--- src/rtl/clock_pkg.sv ---
// Shared chime constants, state encoding and expected-time helper.
// STRIKE state exists only when CHIME_STRIKE_EN is defined.
package clock_pkg;

  localparam int          DEF_DIV_LO = 4;
  localparam int          DEF_DIV_HI = 2;
  localparam logic [15:0] T_START    = 16'h5950;
  localparam logic [15:0] T_END      = 16'h5959;

`ifdef CHIME_STRIKE_EN
  typedef enum logic [2:0] {IDLE, ARM, LO, GAP, HI, STRIKE} state_t;
`else
  typedef enum logic [2:0] {IDLE, ARM, LO, GAP, HI} state_t;
`endif

  // idx counts seconds since 59:50; idx >= 10 maps onto 00:(idx-10).
  function automatic logic [15:0] exp_time(input logic [5:0] idx);
    logic [5:0] v, tens, units;
    if (idx < 6'd10) return T_START + {10'd0, idx};
    v     = idx - 6'd10;
    tens  = (v >= 6'd50) ? 6'd5 : (v >= 6'd40) ? 6'd4 : (v >= 6'd30) ? 6'd3 :
            (v >= 6'd20) ? 6'd2 : (v >= 6'd10) ? 6'd1 : 6'd0;
    units = v - tens * 6'd10;
    return {8'h00, 4'(tens), 4'(units)};
  endfunction

  function automatic logic is_tone(input state_t s);
`ifdef CHIME_STRIKE_EN
    return (s == LO) || (s == HI) || (s == STRIKE);
`else
    return (s == LO) || (s == HI);
`endif
  endfunction

endpackage

--- src/rtl/chime_gen_tone_div.sv ---
// Square-wave tone divider: Beep toggles each time the 8-bit count hits DIV-1.
module tone_div import clock_pkg::*; #(
  parameter int DIV_LO = DEF_DIV_LO,
  parameter int DIV_HI = DEF_DIV_HI
) (
  input  logic CP,
  input  logic nCR,
  input  logic clr,
  input  logic sel_hi,
  output logic Beep
);

  logic [7:0] cnt;
  logic [7:0] lim;

  assign lim = sel_hi ? 8'(DIV_HI - 1) : 8'(DIV_LO - 1);

  // clr is held for the whole of every silent state and pulsed on tone entry.
  always_ff @(posedge CP) begin
    if (!nCR || clr) begin
      cnt  <= 8'd0;
      Beep <= 1'b0;
    end else if (cnt == lim) begin
      cnt  <= 8'd0;
      Beep <= ~Beep;
    end else begin
      cnt  <= cnt + 8'd1;
    end
  end

endmodule

--- src/rtl/chime_gen.sv ---
// Top-of-hour chime sequencer: four low pips, one high pip, optional hour strike.
// Hour striking (HrH/HrL ports, STRIKE state) is compiled in by CHIME_STRIKE_EN.
module chime_gen import clock_pkg::*; #(
  parameter int DIV_LO = DEF_DIV_LO,
  parameter int DIV_HI = DEF_DIV_HI
) (
  input  logic       CP,
  input  logic       nCR,
  input  logic       Tick,
  input  logic [3:0] MinH,
  input  logic [3:0] MinL,
  input  logic [3:0] SecH,
  input  logic [3:0] SecL,
`ifdef CHIME_STRIKE_EN
  input  logic [3:0] HrH,
  input  logic [3:0] HrL,
`endif
  input  logic       ChimeOn,
  output logic       Beep,
  output logic       EN,
  output logic       Busy
);

  state_t      state, nxt;
  logic [5:0]  idx, idx_nxt, n;
  logic [15:0] now, want;
  logic        clr, sel_hi;

`ifdef CHIME_STRIKE_EN
  logic [3:0] nstrk, nstrk_nxt, hr12;
  logic [4:0] hr;
  logic [5:0] s;

  assign hr   = 5'(HrH) * 5'd10 + 5'(HrL);
  assign hr12 = (hr == 5'd0 || hr == 5'd12) ? 4'd12 :
                (hr > 5'd12) ? 4'(hr - 5'd12) : hr[3:0];
  assign s    = n - 6'd10;
`endif

  assign now  = {MinH, MinL, SecH, SecL};
  assign n    = idx + 6'd1;
  assign want = exp_time(n);

  always_comb begin
    nxt     = state;
    idx_nxt = idx;
`ifdef CHIME_STRIKE_EN
    nstrk_nxt = nstrk;
`endif
    if (Tick) begin
      if (state == IDLE) begin
        if (ChimeOn && now == T_START) begin
          nxt     = ARM;
          idx_nxt = 6'd0;
        end
      end else if (now != want || !ChimeOn) begin
        // time was set/adjusted, or the user disabled the chime
        nxt     = IDLE;
        idx_nxt = 6'd0;
      end else begin
        idx_nxt = n;
        if (want == T_END)     nxt = HI;
        else if (n < 6'd10)    nxt = n[0] ? LO : GAP;
        else begin
`ifdef CHIME_STRIKE_EN
          if (n == 6'd10) begin
            nstrk_nxt = hr12;
            nxt       = STRIKE;
          end else if (s < {1'b0, nstrk, 1'b0}) begin
            nxt = s[0] ? GAP : STRIKE;
          end else begin
            nxt     = IDLE;
            idx_nxt = 6'd0;
          end
`else
          nxt     = IDLE;
          idx_nxt = 6'd0;
`endif
        end
      end
    end
  end

  always_ff @(posedge CP) begin
    if (!nCR) begin
      state <= IDLE;
      idx   <= 6'd0;
      EN    <= 1'b0;
      Busy  <= 1'b0;
`ifdef CHIME_STRIKE_EN
      nstrk <= 4'd0;
`endif
    end else begin
      state <= nxt;
      idx   <= idx_nxt;
      EN    <= is_tone(nxt);
      Busy  <= (nxt != IDLE);
`ifdef CHIME_STRIKE_EN
      nstrk <= nstrk_nxt;
`endif
    end
  end

  // Restart the divider on every tone entry so each pip begins at phase 0.
  assign clr = (nxt != state) || !is_tone(nxt);
`ifdef CHIME_STRIKE_EN
  assign sel_hi = (nxt == HI) || (nxt == STRIKE);
`else
  assign sel_hi = (nxt == HI);
`endif

  tone_div #(.DIV_LO(DIV_LO), .DIV_HI(DIV_HI)) u_div (
    .CP(CP), .nCR(nCR), .clr(clr), .sel_hi(sel_hi), .Beep(Beep)
  );

endmodule

--- config.mk ---
export PLATFORM = sky130hd
export DESIGN_NAME = chime_gen
export DESIGN_NICKNAME = d
export VERILOG_FILES = /design/src/rtl/clock_pkg.sv /design/src/rtl/chime_gen_tone_div.sv /design/src/rtl/chime_gen.sv
export SDC_FILE = /design/constraint.sdc
export NUM_CORES = 1
export LEC_CHECK = 0
export ABC_AREA = 1
export BUFFER_PORTS_ARGS = -buffer_cell sky130_fd_sc_hd__buf_2
export CAP_MARGIN = 20
export CELL_PAD_IN_SITES_DETAIL_PLACEMENT = 0
export CELL_PAD_IN_SITES_GLOBAL_PLACEMENT = 1
export CORE_ASPECT_RATIO = 1.25
export CORE_MARGIN = 2
export CORE_UTILIZATION = 41
export CTS_CLUSTER_SIZE = 40
export DETAILED_ROUTE_END_ITERATION = 12
export PLACE_DENSITY_LB_ADDON = 0.1
export SYNTH_ARGS = -nofsm -noshare
export SYNTH_HDL_FRONTEND = slang
export SYNTH_HIERARCHICAL = 1
export SYNTH_SLANG_ARGS = --single-unit
--- constraint.sdc ---
create_clock -name CP -period 4.7 [get_ports CP]
set_input_delay 0.235 -clock CP [delete_from_list [all_inputs] [get_ports CP]]
set_output_delay 0.235 -clock CP [all_outputs]
set_load 0.02 [all_outputs]
== Yosys cells after proc, flatten, opt, wreduce, memory -nomap -nowiden ==
Cells that the tools add are included.
Word-level totals
  register bits after elaboration: 20
  bits of input ports: 20
  output and inout port bits: 3
  word-level logic and storage cells: 60
Operators by class
  add/subtract/negate cells: 5
  $mul: 1
  $lt $le $gt $ge: 6
  equality and inequality tests: 8
  muxes and demuxes: 21
  bitwise operators: 1
  reduce and logical (&&, ||, !) cells: 12
Operator list (number)
  $eq 16x15->1 const B: 2
  $mux 16: 2
  $mux 6: 5
  $mux 3: 7
  $add 15x6->16 const A: 1
  $ne 16x16->1: 1
  $ge 6x5->1 const B: 2
  $ge 6x6->1 const B: 2
  $add 8x1->8 const B: 1
  $eq 8x8->1: 1
  $mux 2: 4
  $add 6x1->6 const B: 1
  $ge 6x4->1 const B: 1
  $lt 6x4->1 const B: 1
  $sub 6x4->6 const B: 1
  $logic_or 1x1->1: 4
  $sub 4x4->4: 1
  $eq 3x2->1 const B: 1
  $eq 3x3->1 const B: 1
  $logic_not 1->1: 3
  $logic_not 3->1: 1
  $mul 3x3->3 const B: 1
  $mux 1: 3
  $ne 3x3->1: 1
  6 further kinds: 6

== Logic depth before layout (Yosys ltp) ==
  word-level depth: 22
  depth in mapped cells: 38
  mapped depth without buffers: 38

== Modules after synthesis ==
The synthesis kept the hierarchy.
Modules (own cells, without submodules)
  chime_gen: times used 1, cells each 261, area each 1531.5 µm²
  tone_div: times used 1, cells each 68, area each 478.0 µm²

== Worst setup path before layout ==
OpenSTA, ideal clock, no wires.
  path kind: reg2reg
  start: reg idx[1]
  end: reg u_div.cnt[5]
  library setup time: 0.114 ns
  data arrival time: 3.985 ns
  data required time: 4.586 ns
  slack: 0.601 ns
  cell stages (with the launch flop): 34
  period minus slack after synthesis: 4.099 ns
  cells stage by stage: dfxtp_1 inv_1 ha_1 inv_1 ha_1 nand2_1 inv_1 o2111ai_1 nand3_2 nand2_1 nand2_1 ha_1 inv_1 fa_1 nand2_1 nand2_1 nand2_1 nand2_1 inv_1 nand2_1 nor2_1 nand2_1 nor2_2 nand3_2 o21bai_2 nand4_2 inv_1 inv_1 nand2_1 nand2_1 nor2_2 nand2_2 nand2_4 nor2_1
On the way
  word-level cells in the longest chain between the ends: 22
  elaborated cells between the ends (all ways): 37
  those cells by class: 4 x add/sub; 1 x mul; 6 x order compare; 6 x eq/ne; 14 x mux; 6 x reduce/logical
Ends and longest elaborated chain
  start, declared: line chime_gen.sv:25  | logic [5:0] idx, idx_nxt, n;
  start signal, assigned: line chime_gen.sv:95  | idx <= idx_nxt;
  $add 6x1->6 *: line chime_gen.sv:41  | assign n = idx + 6'd1;
  $sub 6x4->6: line clock_pkg.sv:20  | v = idx - 6'd10;
  $ge 6x4->1: line clock_pkg.sv:22  | (v >= 6'd20) ? 6'd2 : (v >= 6'd10) ? 6'd1 : 6'd0;
  $mux 1: line clock_pkg.sv:22
  $mux 2: line clock_pkg.sv:22
  $mux 2: line clock_pkg.sv:21  | tens = (v >= 6'd50) ? 6'd5 : (v >= 6'd40) ? 6'd4 : (v >= 6'd30) ? 6'd3 :
  $mux 3 (2 in series): line clock_pkg.sv:21
  $mul 3x3->3: line clock_pkg.sv:23  | units = v - tens * 6'd10;
  [... 3 more ...]
  $mux 3 / $logic_or 1x1->1 (equally long branches): line chime_gen.sv:62, chime_gen.sv:56
  $mux 3 *: line chime_gen.sv:56  | end else if (now != want || !ChimeOn) begin
  $mux 3 *: line chime_gen.sv:51  | if (state == IDLE) begin
  $mux 3 *: line chime_gen.sv:50  | if (Tick) begin
  $eq 3x3->1 *: line chime_gen.sv:109  | assign sel_hi = (nxt == HI);
  via sel_hi: line chime_gen.sv:27  | logic clr, sel_hi;
  branches (longest 4 deep; another with $eq 8x8->1)
  $reduce_or 2->1 (no line) *
  end signal, assigned: line chime_gen_tone_div.sv:27  | cnt <= cnt + 8'd1;
  end, declared: line chime_gen_tone_div.sv:13  | logic [7:0] cnt;
Mark *: on every way through the listed nets, which the timed path passes. The select of a mux whose other input is x is not followed.
A chain may end at the register's enable or synchronous reset.

== Worst setup path after layout ==
  start: reg idx[2]
  end: reg u_div.cnt[5]
Same word-level chain as after synthesis.

==> metrics.yaml <==
leakagePower_nw: 1.09
die-area_um2: 5480
via_per_inst: 4.95
drv_slew: 0
avgRoutedWirePerCell_um: 11.5
hpwlAfterDp_um: 3870
place_area_um2: 2160
portBuffers: 22
synth_top_area_cell: "dfxtp_1"
fin_nets: 385
antenna_found_initial: 0
critical_path_buf_inv_count: 6
p_seq_share_pct: 46.6
fmax_mhz: 233
cts_tree: "done"
status: "finished clean"
pre_cts_slack_ns: -0.0646
postSynthCellCount: 329
setup_viol: 0
synth.cell_area_um2: 2010
synth.area.top_cells: "dfxtp_1 (20%), nand2_1 (17%), inv_1 (10%), nand3_1 (6.7%), nor2_1 (6.5%)"
antenna_cells: 0
finalCriticalPeriod_ns: 4.29
num_vias: 2056
cts_buffer_depth: 2
cts_root_buf: "clkbuf_8"
crit_required_ns: 4.85
worst_hold_slack_ns: 0.255
design_area_um2: 2330
cts_buffers: 3
drv_cap: 0
crit_family: "simple AND/OR/NAND/NOR gates"
arrival_ns: 4.45
rows: 28
irDropWorstVdd_mv: 0.151
critical-path-max-stage-delay_ns: 0.55
area_delta_synth_final_pct: 16.2
synth_top_cell_area_share_pct: 19.9
fin_cells: 415
clk_pin_slew_worst_paths_ns: 0.07
hold_path_class: "in2reg"
syn-num-nets: 358
critPathKind: "reg2reg"
synth.ff_latch_count: 20
dp.cells: 409
max-slew-margin-rel_pct: 65.5
layout_commonest_cell: "nand2_1"
power_switching_mw: 0.0698
clock_latency_ns: 0.26
powerDensity_nw_per_um2: 155
die_y_um: 82.3
yosysSeqAreaShare_pct: 19.9
core_area_um2: 4730
drtIter0Drc: 58
synthDistinctLibCells: 33
avgSynthCellArea_um2: 6.11
cp_common_cell: "nand2_1"
yosysWarningCount: 6
clock_sinks: 20
drt_wl_total_um: 4780
skew_ns: 0.00113
p_int_mw: 0.291
postRouteAntennaNets: 0
hold_viol: 0
grt_pass1_vias: 1766
start_kind: "flop"
htree_levels: 1
first_pass_iters: 4
cp-end-kind: "flop"
start_util_pct: 42.5
p_clk_share_pct: 47.4
final_cell_mix: "nand2_1 (90), inv_1 (54), nor2_1 (32)"
setup_ws_ns: 0.406
grt_pass1_wl_um: 7820
crit_fanout: 10
critPathSlowestCell: "dfxtp_1"
ios: 23
tightest_slew_ns: 0.516
timing.final.crit_share_pct: 91.4
gp_congestion: 0.823
grt_start_max_net_pins: 15
sw_frac_of_total_pct: 19.3
grt_overflow: 0
utilization_pct: 49.4
drcViolationCount: 0
die_w_um: 66.6
track_usage_pct: 18.4
layout-drive-gt1-share_pct: 22.3
combinationalPowerShare_pct: 6.0
per-layer routing:
metal / GRT usage [%] / part of all wire (%) / vias up
met4: 4.69 / 1.2 / 0
met2: 35.3 / 53 / 36
met1: 22.0 / 44 / 917
met3: 0.949 / 2.1 / 6
li1: - / - / 1097
met5: 0 / 0 / -
path summary, 6_finish.rpt:
kind	startpoint	to	slack, ns	cells past startpoint
setup / recovery	idx[2]	u_div/cnt[5]	0.41	33
hold / removal	nCR	idx[4]	0.25	3
setup reg to reg	idx[2]	u_div/cnt[5]	0.41	33
hold reg to reg	u_div/cnt[0]	u_div/cnt[0]	0.49	1
per-stage QoR:
| stage | power, mW | setup TNS (ns) |
|---|---|---|
| finish | 0.361 | 0 |
| floorplan | 0.182 | 0 |
| global placement | 0.194 | -0.00194 |
| CTS | 0.364 | 0 |
| detailed placement | 0.195 | -0.457 |
| global route | 0.376 | -0.00202 |
sequential cells by signal, summed over array words and instances (netlist names):
register and flops:
state 3, u_div/Beep 1, u_div/cnt 8, idx 6, Busy 1, EN 1
cells in the mapped netlist (all sizes together):
cell type and number:
a21oi 11, a41oi 1, buf 4, clkinv 1, dfxtp 20, fa 1
ha 8, inv 57, nand2 105, nand3 36, nand3b 4, nand4 16
nor2 43, nor3 4, nor3b 1, nor4 3, o2111ai 1, o21ai 4
o21bai 1, or2 1, xnor2 1, xor2 6
power groups by stage:
stage / Combinational (mW) / Sequential [mW] / Clock (mW)
floorplan: 0.00918 / 0.173 / 0
global placement: 0.0212 / 0.173 / 0
detailed placement: 0.0212 / 0.173 / 0
CTS: 0.0213 / 0.169 / 0.174
global route: 0.0247 / 0.168 / 0.183
finish: 0.0217 / 0.168 / 0.171
cell type report:
cell class | instances | area, µm²
clock buffer | 3 | 41.3
clock inverter | 1 | 30.0
fill | 508 | 2390
inverter | 58 | 218
multi-input combinational | 247 | 1420
sequential | 20 | 408
tap | 60 | 75.1
timing repair buffer | 26 | 140
tightest hold or removal path, cell delays in order:
cell and delay [ns]:
buf_2 0.13, o21ai_0 0.07, a21oi_1 0.04
repair_timing:
item	in CTS	in global routing
cloned	0	0
pin swaps	0	2
hold buffers	0	0
buffers inserted	0	2
resized for setup	3	16
setup endpoints to repair	9	9
cells by family (layout without fill, tap and decap cells):
logic type	after synthesis	in the layout	share of synthesized area, %
xor+xnor	7	7	3.05
flops	20	20	19.9
fa+ha+maj	9	9	5.98
buf+inv	62	88	13.3
simple gates	213	213	52.4
compound gates	18	18	5.36
Note: power is estimated with default switching activity, not from simulation.
